===== src/rtl/exp7_unidade_controle.sv =====
// ============================================================================
// exp7_unidade_controle
// ----------------------------------------------------------------------------
// Moore control unit for the memory game. It reads the status lines of the
// game datapath (exp6_fluxo_dados) and drives every one of that datapath's
// control inputs. Each round it plays a preview of the stored LED sequence,
// then collects and checks the player's moves. After every correct round it
// grows the sequence by one. The game ends in win, error or timeout.
//
// Optional feature macro: JOGO_TIMEOUT_EN
//   defined   -> the play timer counts while waiting for a move, and
//                controle_timeout ends the game in fim_timeout.
//   undefined -> the play timer never counts, controle_timeout is ignored,
//                and espera_jogada waits forever (timeout stays 0).
//
// Ports
//   clock                  : system clock, rising edge
//   reset                  : asynchronous, active-high; returns to inicial
//   iniciar                : start request (level)
//   jogo                   : ROM select, captured while in preparacao
//   igual                  : played key matches the stored value
//   enderecoIgualSequencia : address counter equals current sequence length
//   fimE                   : last round of the game reached
//   tem_jogada             : one-cycle pulse, a key was pressed
//   controle_timeout       : play timer expired
//   controle_timeout_led   : LED slot timer expired
//   zeraE/contaE           : clear/increment address counter
//   zeraS/contaS           : clear/increment sequence-length counter
//   zeraR/registraR        : clear/load move register
//   zeraT/contaT           : clear/run play timer
//   zeraT_leds/contaT_leds : clear/run LED slot timer
//   controla_leds          : LEDs show the ROM data
//   fase_preview           : datapath is in the preview phase
//   seletor_memoria        : registered ROM select
//   pronto/acertou/errou/timeout : game-end flags
//   db_estado              : current state code (debug)
// ============================================================================
module exp7_unidade_controle (
    input  logic       clock,
    input  logic       reset,
    input  logic       iniciar,
    input  logic       jogo,
    input  logic       igual,
    input  logic       enderecoIgualSequencia,
    input  logic       fimE,
    input  logic       tem_jogada,
    input  logic       controle_timeout,
    input  logic       controle_timeout_led,
    output logic       zeraE,
    output logic       contaE,
    output logic       zeraS,
    output logic       contaS,
    output logic       zeraR,
    output logic       registraR,
    output logic       zeraT,
    output logic       contaT,
    output logic       zeraT_leds,
    output logic       contaT_leds,
    output logic       controla_leds,
    output logic       fase_preview,
    output logic       seletor_memoria,
    output logic       pronto,
    output logic       acertou,
    output logic       errou,
    output logic       timeout,
    output logic [3:0] db_estado
);

    // Build-time switch for the play timeout. Keeping it as a constant lets
    // one copy of the FSM serve both builds. Without the feature, the timer
    // inputs fold away to constants.
`ifdef JOGO_TIMEOUT_EN
    localparam logic TIMEOUT_EN = 1'b1;
`else
    localparam logic TIMEOUT_EN = 1'b0;
`endif

    typedef enum logic [3:0] {
        ST_INICIAL           = 4'd0,
        ST_PREPARACAO        = 4'd1,
        ST_MOSTRA_LED        = 4'd2,
        ST_APAGA_LED         = 4'd3,
        ST_PROXIMO_LED       = 4'd4,
        ST_PAUSA_LED         = 4'd5,
        ST_ZERA_LED          = 4'd6,
        ST_REINICIA_JOGADA   = 4'd7,
        ST_ESPERA_JOGADA     = 4'd8,
        ST_REGISTRA          = 4'd9,
        ST_COMPARACAO        = 4'd10,
        ST_PROXIMA_JOGADA    = 4'd11,
        ST_PROXIMA_SEQUENCIA = 4'd12,
        ST_FIM_ACERTOU       = 4'd13,
        ST_FIM_ERROU         = 4'd14,
        ST_FIM_TIMEOUT       = 4'd15
    } tEstado;

    // Bit positions inside the packed control word.
    localparam int B_ZERAE         = 15;
    localparam int B_CONTAE        = 14;
    localparam int B_ZERAS         = 13;
    localparam int B_CONTAS        = 12;
    localparam int B_ZERAR         = 11;
    localparam int B_REGISTRAR     = 10;
    localparam int B_ZERAT         = 9;
    localparam int B_CONTAT        = 8;
    localparam int B_ZERAT_LEDS    = 7;
    localparam int B_CONTAT_LEDS   = 6;
    localparam int B_CONTROLA_LEDS = 5;
    localparam int B_FASE_PREVIEW  = 4;
    localparam int B_PRONTO        = 3;
    localparam int B_ACERTOU       = 2;
    localparam int B_ERROU         = 1;
    localparam int B_TIMEOUT       = 0;

    tEstado      r_estado;
    tEstado      w_proximo;
    logic [15:0] r_controles;
    logic [15:0] w_controles;
    logic        r_seletor;
    logic        w_timeoutAtivo;

    assign w_timeoutAtivo = TIMEOUT_EN & controle_timeout;

    // Moore decode of one state into the full control word. Any control
    // that a state does not list stays 0.
    function automatic logic [15:0] decodeControles(input tEstado estado);
        logic [15:0] c;
        c = '0;
        case (estado)
            ST_PREPARACAO: begin
                c[B_ZERAE] = 1'b1;
                c[B_ZERAS] = 1'b1;
                c[B_ZERAR] = 1'b1;
                c[B_ZERAT] = 1'b1;
            end
            ST_MOSTRA_LED: begin
                c[B_FASE_PREVIEW]  = 1'b1;
                c[B_CONTROLA_LEDS] = 1'b1;
                c[B_CONTAT_LEDS]   = 1'b1;
            end
            ST_APAGA_LED: begin
                c[B_FASE_PREVIEW] = 1'b1;
                c[B_ZERAT_LEDS]   = 1'b1;
            end
            ST_PROXIMO_LED: begin
                c[B_FASE_PREVIEW] = 1'b1;
                c[B_CONTAE]       = 1'b1;
            end
            ST_PAUSA_LED: begin
                c[B_FASE_PREVIEW] = 1'b1;
                c[B_CONTAT_LEDS]  = 1'b1;
            end
            ST_ZERA_LED: begin
                c[B_FASE_PREVIEW] = 1'b1;
                c[B_ZERAT_LEDS]   = 1'b1;
            end
            ST_REINICIA_JOGADA: begin
                c[B_ZERAE] = 1'b1;
                c[B_ZERAT] = 1'b1;
                c[B_ZERAR] = 1'b1;
            end
            ST_ESPERA_JOGADA: begin
                c[B_CONTAT] = TIMEOUT_EN;
            end
            ST_REGISTRA: begin
                c[B_REGISTRAR] = 1'b1;
                c[B_ZERAT]     = 1'b1;
            end
            ST_PROXIMA_JOGADA: begin
                c[B_CONTAE] = 1'b1;
            end
            ST_PROXIMA_SEQUENCIA: begin
                c[B_CONTAS] = 1'b1;
                c[B_ZERAE]  = 1'b1;
            end
            ST_FIM_ACERTOU: begin
                c[B_PRONTO]  = 1'b1;
                c[B_ACERTOU] = 1'b1;
            end
            ST_FIM_ERROU: begin
                c[B_PRONTO] = 1'b1;
                c[B_ERROU]  = 1'b1;
            end
            ST_FIM_TIMEOUT: begin
                c[B_PRONTO]  = 1'b1;
                c[B_TIMEOUT] = TIMEOUT_EN;
            end
            default: c = '0;
        endcase
        return c;
    endfunction

    // Next-state logic. Every entry into mostra_led goes through zera_led.
    // This gives the synchronous ROM one cycle to present the data for the
    // new address before the LEDs are enabled. For the same reason,
    // comparacao is always at least one cycle behind the last contaE/zeraE.
    always_comb begin
        w_proximo = r_estado;
        case (r_estado)
            ST_INICIAL:
                if (iniciar) w_proximo = ST_PREPARACAO;
            ST_PREPARACAO:
                w_proximo = ST_ZERA_LED;
            ST_MOSTRA_LED:
                if (controle_timeout_led) w_proximo = ST_APAGA_LED;
            ST_APAGA_LED:
                if (enderecoIgualSequencia) w_proximo = ST_REINICIA_JOGADA;
                else                        w_proximo = ST_PROXIMO_LED;
            ST_PROXIMO_LED:
                w_proximo = ST_PAUSA_LED;
            ST_PAUSA_LED:
                if (controle_timeout_led) w_proximo = ST_ZERA_LED;
            ST_ZERA_LED:
                w_proximo = ST_MOSTRA_LED;
            ST_REINICIA_JOGADA:
                w_proximo = ST_ESPERA_JOGADA;
            ST_ESPERA_JOGADA:
                if (tem_jogada)          w_proximo = ST_REGISTRA;
                else if (w_timeoutAtivo) w_proximo = ST_FIM_TIMEOUT;
            ST_REGISTRA:
                w_proximo = ST_COMPARACAO;
            ST_COMPARACAO:
                if (!igual)                       w_proximo = ST_FIM_ERROU;
                else if (!enderecoIgualSequencia) w_proximo = ST_PROXIMA_JOGADA;
                else if (fimE)                    w_proximo = ST_FIM_ACERTOU;
                else                              w_proximo = ST_PROXIMA_SEQUENCIA;
            ST_PROXIMA_JOGADA:
                w_proximo = ST_ESPERA_JOGADA;
            ST_PROXIMA_SEQUENCIA:
                w_proximo = ST_ZERA_LED;
            ST_FIM_ACERTOU, ST_FIM_ERROU, ST_FIM_TIMEOUT:
                if (iniciar) w_proximo = ST_PREPARACAO;
            default:
                w_proximo = ST_INICIAL;
        endcase
    end

    assign w_controles = decodeControles(w_proximo);

    // State register and registered outputs. The control word is loaded
    // from the decode of the next state. This keeps it aligned with
    // r_estado, so the outputs remain a pure function of the current state
    // and do not glitch. The ROM select is sampled from jogo while the FSM
    // sits in preparacao, and it holds for the rest of the game.
    always_ff @(posedge clock or posedge reset) begin
        if (reset) begin
            r_estado    <= ST_INICIAL;
            r_controles <= '0;
            r_seletor   <= 1'b0;
        end else begin
            r_estado    <= w_proximo;
            r_controles <= w_controles;
            if (r_estado == ST_PREPARACAO) begin
                r_seletor <= jogo;
            end
        end
    end

    assign zeraE           = r_controles[B_ZERAE];
    assign contaE          = r_controles[B_CONTAE];
    assign zeraS           = r_controles[B_ZERAS];
    assign contaS          = r_controles[B_CONTAS];
    assign zeraR           = r_controles[B_ZERAR];
    assign registraR       = r_controles[B_REGISTRAR];
    assign zeraT           = r_controles[B_ZERAT];
    assign contaT          = r_controles[B_CONTAT];
    assign zeraT_leds      = r_controles[B_ZERAT_LEDS];
    assign contaT_leds     = r_controles[B_CONTAT_LEDS];
    assign controla_leds   = r_controles[B_CONTROLA_LEDS];
    assign fase_preview    = r_controles[B_FASE_PREVIEW];
    assign pronto          = r_controles[B_PRONTO];
    assign acertou         = r_controles[B_ACERTOU];
    assign errou           = r_controles[B_ERROU];
    assign timeout         = r_controles[B_TIMEOUT];
    assign seletor_memoria = r_seletor;
    assign db_estado       = r_estado;

endmodule


===== config.mk =====
export PLATFORM = sky130hd
export DESIGN_NAME = exp7_unidade_controle
export DESIGN_NICKNAME = d
export VERILOG_FILES = /design/src/rtl/exp7_unidade_controle.sv
export SDC_FILE = /design/constraint.sdc
export NUM_CORES = 1
export LEC_CHECK = 0
export ABC_CLOCK_PERIOD_IN_PS = 4100
export CORE_ASPECT_RATIO = 1.25
export CORE_MARGIN = 1.5
export CORE_UTILIZATION = 65
export CTS_CLUSTER_SIZE = 25
export DETAILED_ROUTE_END_ITERATION = 16
export DONT_BUFFER_PORTS = 1
export MAX_ROUTING_LAYER = met4
export PLACE_DENSITY = 0.92
export SYNTH_ARGS = -nofsm -noshare
export SYNTH_HDL_FRONTEND = slang
export SYNTH_SLANG_ARGS = --single-unit

===== constraint.sdc =====
create_clock -name clock -period 4.1 [get_ports clock]
set_input_delay 0.82 -clock clock [delete_from_list [all_inputs] [get_ports clock]]
set_output_delay 0.82 -clock clock [all_outputs]
set_load 0.05 [all_outputs]

==> results of run 1 <==
-- area by class of cell --
| type | count | area, sq um |
|---|---|---|
| multi-input cells | 79 | 566 |
| inverters | 6 | 22.5 |
| well taps | 18 | 22.5 |
| flip-flops and latches | 19 | 475 |
| fillers | 122 | 489 |
| clock buffers | 4 | 26.3 |
-- per-layer routing --
layer,share of wire [%],up-vias
met5,0,-
li1,-,394
met2,50,43
met1,42,394
met4,1.9,0
met3,6.0,4
-- worst max-delay path, stage by stage (launching register included) --
cell and delay, ns:
dfrtp_1 1.07, inv_1 0.31, o21ai_2 0.23, a32o_2 0.26, inv_2 0.09, a211o_4 0.31, o221ai_2 0.18
-- kinds of logic (layout without fill, tap and decap cells) --
logic type	count (synthesis)	in the layout	synth area share (%)
AND/OR/NAND/NOR	40	40	22.3
AO/OA/AOI/OAI	35	35	24.6
buffers and inverters	15	10	8.50
other	1	2	0.331
multiplexers	2	2	2.32
flip-flops	19	19	41.9
-- state kept, by name, indices dropped and copies added (netlist names) --
signal / cells
seletor_memoria: 1
r_controles: 14
db_estado: 4
-- final timing paths --
kind,from,endpoint,slack (ns),cells after the start
hold / removal,reset,r_controles[4],0.51,1
max in group asynchronous,reset,r_controles[2],3.17,1
setup / recovery,db_estado[0],r_controles[15],1.56,6
hold reg to reg,seletor_memoria,seletor_memoria,0.94,1
min in group clock,jogo,seletor_memoria,0.68,1
setup reg to reg,db_estado[0],r_controles[15],1.56,6
-- placed cells by master (no fill, tap or decap), types with 2 or more instances in the layout --
| cell type | n |
|---|---|
| o21ai_0 | 7 |
| clkbuf_4 | 3 |
| dfrtp_1 | 19 |
| nand4bb_1 | 3 |
| nor2_1 | 13 |
| a41oi_1 | 2 |
| nand2b_1 | 3 |
| nand4_1 | 2 |
| inv_1 | 4 |
| nor3_1 | 2 |
| inv_2 | 2 |
| nand2_1 | 4 |
| conb_1 | 2 |
| nor2b_1 | 5 |
| o21ai_1 | 3 |
| a21oi_1 | 3 |
| a211oi_1 | 3 |
| a21oi_2 | 3 |
-- through the flow --
step	setup WS, ns	utilization [%]
6_report	1.56	69.5
5_1_grt	1.39	69.5
4_1_cts	1.61	69.5
3_5_place_dp	1.64	67.8
3_3_place_gp	1.69	67.8
2_1_floorplan	2.12	-
==> metrics.cfg, run 1 <==
[place]
port_buffers=0
placed_cells=122
hpwl_um=1590
globalplace.congestion=0.827
postPlaceCellArea_sq_um=1090

[cells_and_area]
fin_cells=126
final_nets=119
fin_area_sq_um=1110
drive_gt1_share_pct=18.5
syn_to_final_growth_pct=-1.88
antenna_cells=0

[synthesis]
yosysUniqueCellTypes=46
synth_top_area_share_pct=41.9
synthesis.area_sq_um=1130
synth_area_leaders=dfrtp_1 (42%), nor2_1 (4.3%), o21ai_0 (3.1%)
ys_seq_area_share_pct=41.9
synth_warnings=0
synthCells=112
synth_area_per_cell_sq_um=10.1
synth_seq_cells=19
netlist_top_cells_count=dfrtp_1 (19), nor2_1 (13), o21ai_0 (7)
async_flop_share_pct=100
yosysTopAreaCell=dfrtp_1
synth-edff-count=0
synth-main-ff-cell=dfrtp_1
synth_most_common_cell=dfrtp_1

[floorplanning]
fp.dieW_um=40.4
core_area_sq_um=1600
start_util_pct=70.8
rows=16
ioPinCount=31
die_y_um=49.7
dieArea_sq_um=2000

[clock_network]
cts_tree=built
htreeDepth=1
post_cts_resized=0
cts_max_path_buffers=2
numCtsBuffers=3
cts_setup_buffers=0
cts_hold_buf=0
cts-root-buf=clkbuf_4
clk_pin_slew_ns=0.10
clock_sinks=19
clk_latency_ns=0.29

[sta]
finalCriticalPeriod_ns=2.54
max-slew-margin-rel_pct=28.0
fin_skew_ns=0.000645
max_freq_mhz=394
rsz0062_at_grt=no
drv_slew=0
fin_hold_ws_ns=0.505
period_share_pct=61.9
finalHoldViolCount=0
tns_ns=0
setup_viol=0
max_slew.worst_pin.slew_ns=1.08

[worst_setup_path]
crit_path_start_kind=flip-flop
path_class=reg2reg
critical_path.max_fanout=22
worstSetupEndpointType=flip-flop
crit_arrival_ns=2.75
crit_required_ns=4.31

[global_routing]
globalRouteMet2Util_pct=39.7
grt.busiest_layer=met2
grt_pass1_vias=803
antenna_found_initial=0
track_usage_pct=27.0
grt_max_degree=23
use_met1_pct=34.3
grt_overflow_total=0
use_met3_pct=4.95
grt_pass1_wl_um=3600

[route]
ant_nets=0
drt_iter0_drc=21
num_vias=835
vias_per_cell=6.63
wl_per_cell_um=17.6
wirelength_um=2220
drc=0
drt_pass1_iterations=4

[status]
status=complete, no violations

[run]
maxCapViolations=0

[worst_hold_path]
worstHoldPathType=in2async

Power of run 1 is left out: the tool's default activity adds up to more than one toggle a clock period on the data nets, which glitch-free logic cannot reach.
==> run 2, diff against run 1 <==
- ABC_CLOCK_PERIOD_IN_PS: 4100 -> 2600
- CORE_UTILIZATION: 65 -> 61
- PLACE_DENSITY: 0.92 -> 0.88
- clock period: 4.1 -> 2.6 ns (I/O delays scaled with it)
==> run 2 against run 1 <==
Compared with the run above:
- via count increased by 3.6%
- hold slack got worse by 0.31 ns
- utilization decreased by 4.7 points
- wire length decreased by 5.5%
- clock skew increased by 0.0022 ns
- global-route usage decreased by 5.2 points
- cell area increased by 2.8%
- fmax increased by 17%
- first-iteration DRC count decreased by 48%
- sequential share of layout area decreased by 1.2 points
- sequential cell count unchanged
- largest cell class unchanged
==> metrics.cfg, run 2 (synthesized netlist as in run 1, its figures left out) <==
[status]
status=complete, no violations

[sta]
tns_ns=0
period_share_pct=83.4
fin_skew_ns=0.00281
rsz0062_at_grt=no
finalHoldViolCount=0
max_freq_mhz=461
drv_slew=0
max-slew-margin-rel_pct=56.9
setup_viol=0
fin_ws_ns=0.431
max_slew.worst_pin.slew_ns=0.645
finalCriticalPeriod_ns=2.17

[cells_and_area]
mostFrequentLayoutCells=dfrtp_1 (19), nor2_1 (13), o21ai_0 (7), nor2b_1 (5)
num-fill-cells=148
final_common_cell=dfrtp_1
syn_to_final_growth_pct=0.883
regMostFlops=r_controles
antenna_cells=0
drive_gt1_share_pct=21.4
fin_cells=131
final_nets=123
largest_reg_flops=14

[worst_setup_path]
timing.rr.start=db_estado[1]
crit_required_ns=2.78
path_class=reg2reg
reg2reg_to=r_controles[14]
r2r_slack_ns=0.43
crit_path_start_kind=flip-flop
critical_path.max_fanout=19
worstSetupEndpointType=flip-flop
r2r_cells=5
crit_arrival_ns=2.35

[global_routing]
grt_max_degree=21
antenna_found_initial=0
grt_pass1_vias=782
grt_overflow_total=0
track_usage_pct=21.8
grt_pass1_wl_um=3450

[floorplanning]
ioPinCount=31
fp.dieW_um=41.6
dieArea_sq_um=2130
rows=17
start_util_pct=64.2
core_area_sq_um=1770
die_y_um=51.2

[clock_network]
htreeDepth=1
cts_tree=built
cts_setup_buffers=0
clk_latency_ns=0.29
cts_hold_buf=0
clk_pin_slew_ns=0.09
numCtsBuffers=3
post_cts_resized=0
cts_max_path_buffers=2
clock_sinks=19
cts-root-buf=clkbuf_4

[place]
hpwl_um=1520
globalplace.congestion=0.897
placed_cells=127
port_buffers=0
pre_cts_ws_ns=0.505

[route]
drt_iter0_drc=11
drt_pass1_iterations=4
ant_nets=0
drc=0
num_vias=865
wirelength_um=2100
wl_per_cell_um=16.0
vias_per_cell=6.60

[worst_hold_path]
worstHoldPathType=in2async

[run]
maxCapViolations=0

## run 2: routing by layer
layer	vias up	part of all wire, %	global-route usage, %
li1	402	-	-
met1	422	42	24.2
met2	37	52	35.7
met3	4	3.8	2.47
met4	0	2.6	16.7
met5	-	0	-
## run 2: stage by stage
stage               cell area, sq um  hold slack, ns  util (%)
floorplan                       1140           0.471         -
global placement                1120           0.521      63.3
detailed placement              1120           0.530      63.3
CTS                             1140           0.211      64.8
global route                    1140           0.242      64.8
finish                          1140           0.193      64.8
## run 2: critical path: stages (launching register included)
cell and delay, ns:
dfrtp_1 0.72, inv_1 0.23, nor3_1 0.32, a311oi_2 0.13, a21oi_2 0.34, mux2_4 0.33
## run 2: worst max-delay path by stage
stage,from,to,cells after the start
floorplan,db_estado[2],r_controles[14],6
global placement,db_estado[1],r_controles[14],5
detailed placement,db_estado[1],r_controles[14],5
CTS,db_estado[1],r_controles[14],5
global route,db_estado[1],r_controles[14],5
finish,db_estado[1],r_controles[14],5
## run 2: final cells by class
cell class              instances  area (sq um)  share of cell area, %
repair buffers                  4          30.0                   2.63
multi-input cells              79           566                   49.5
inverters                       6          22.5                   1.97
flip-flops and latches         19           475                   41.6
well taps                      19          23.8                   2.08
clock buffers                   4          26.3                   2.30
Power of run 2 is left out for the same reason.
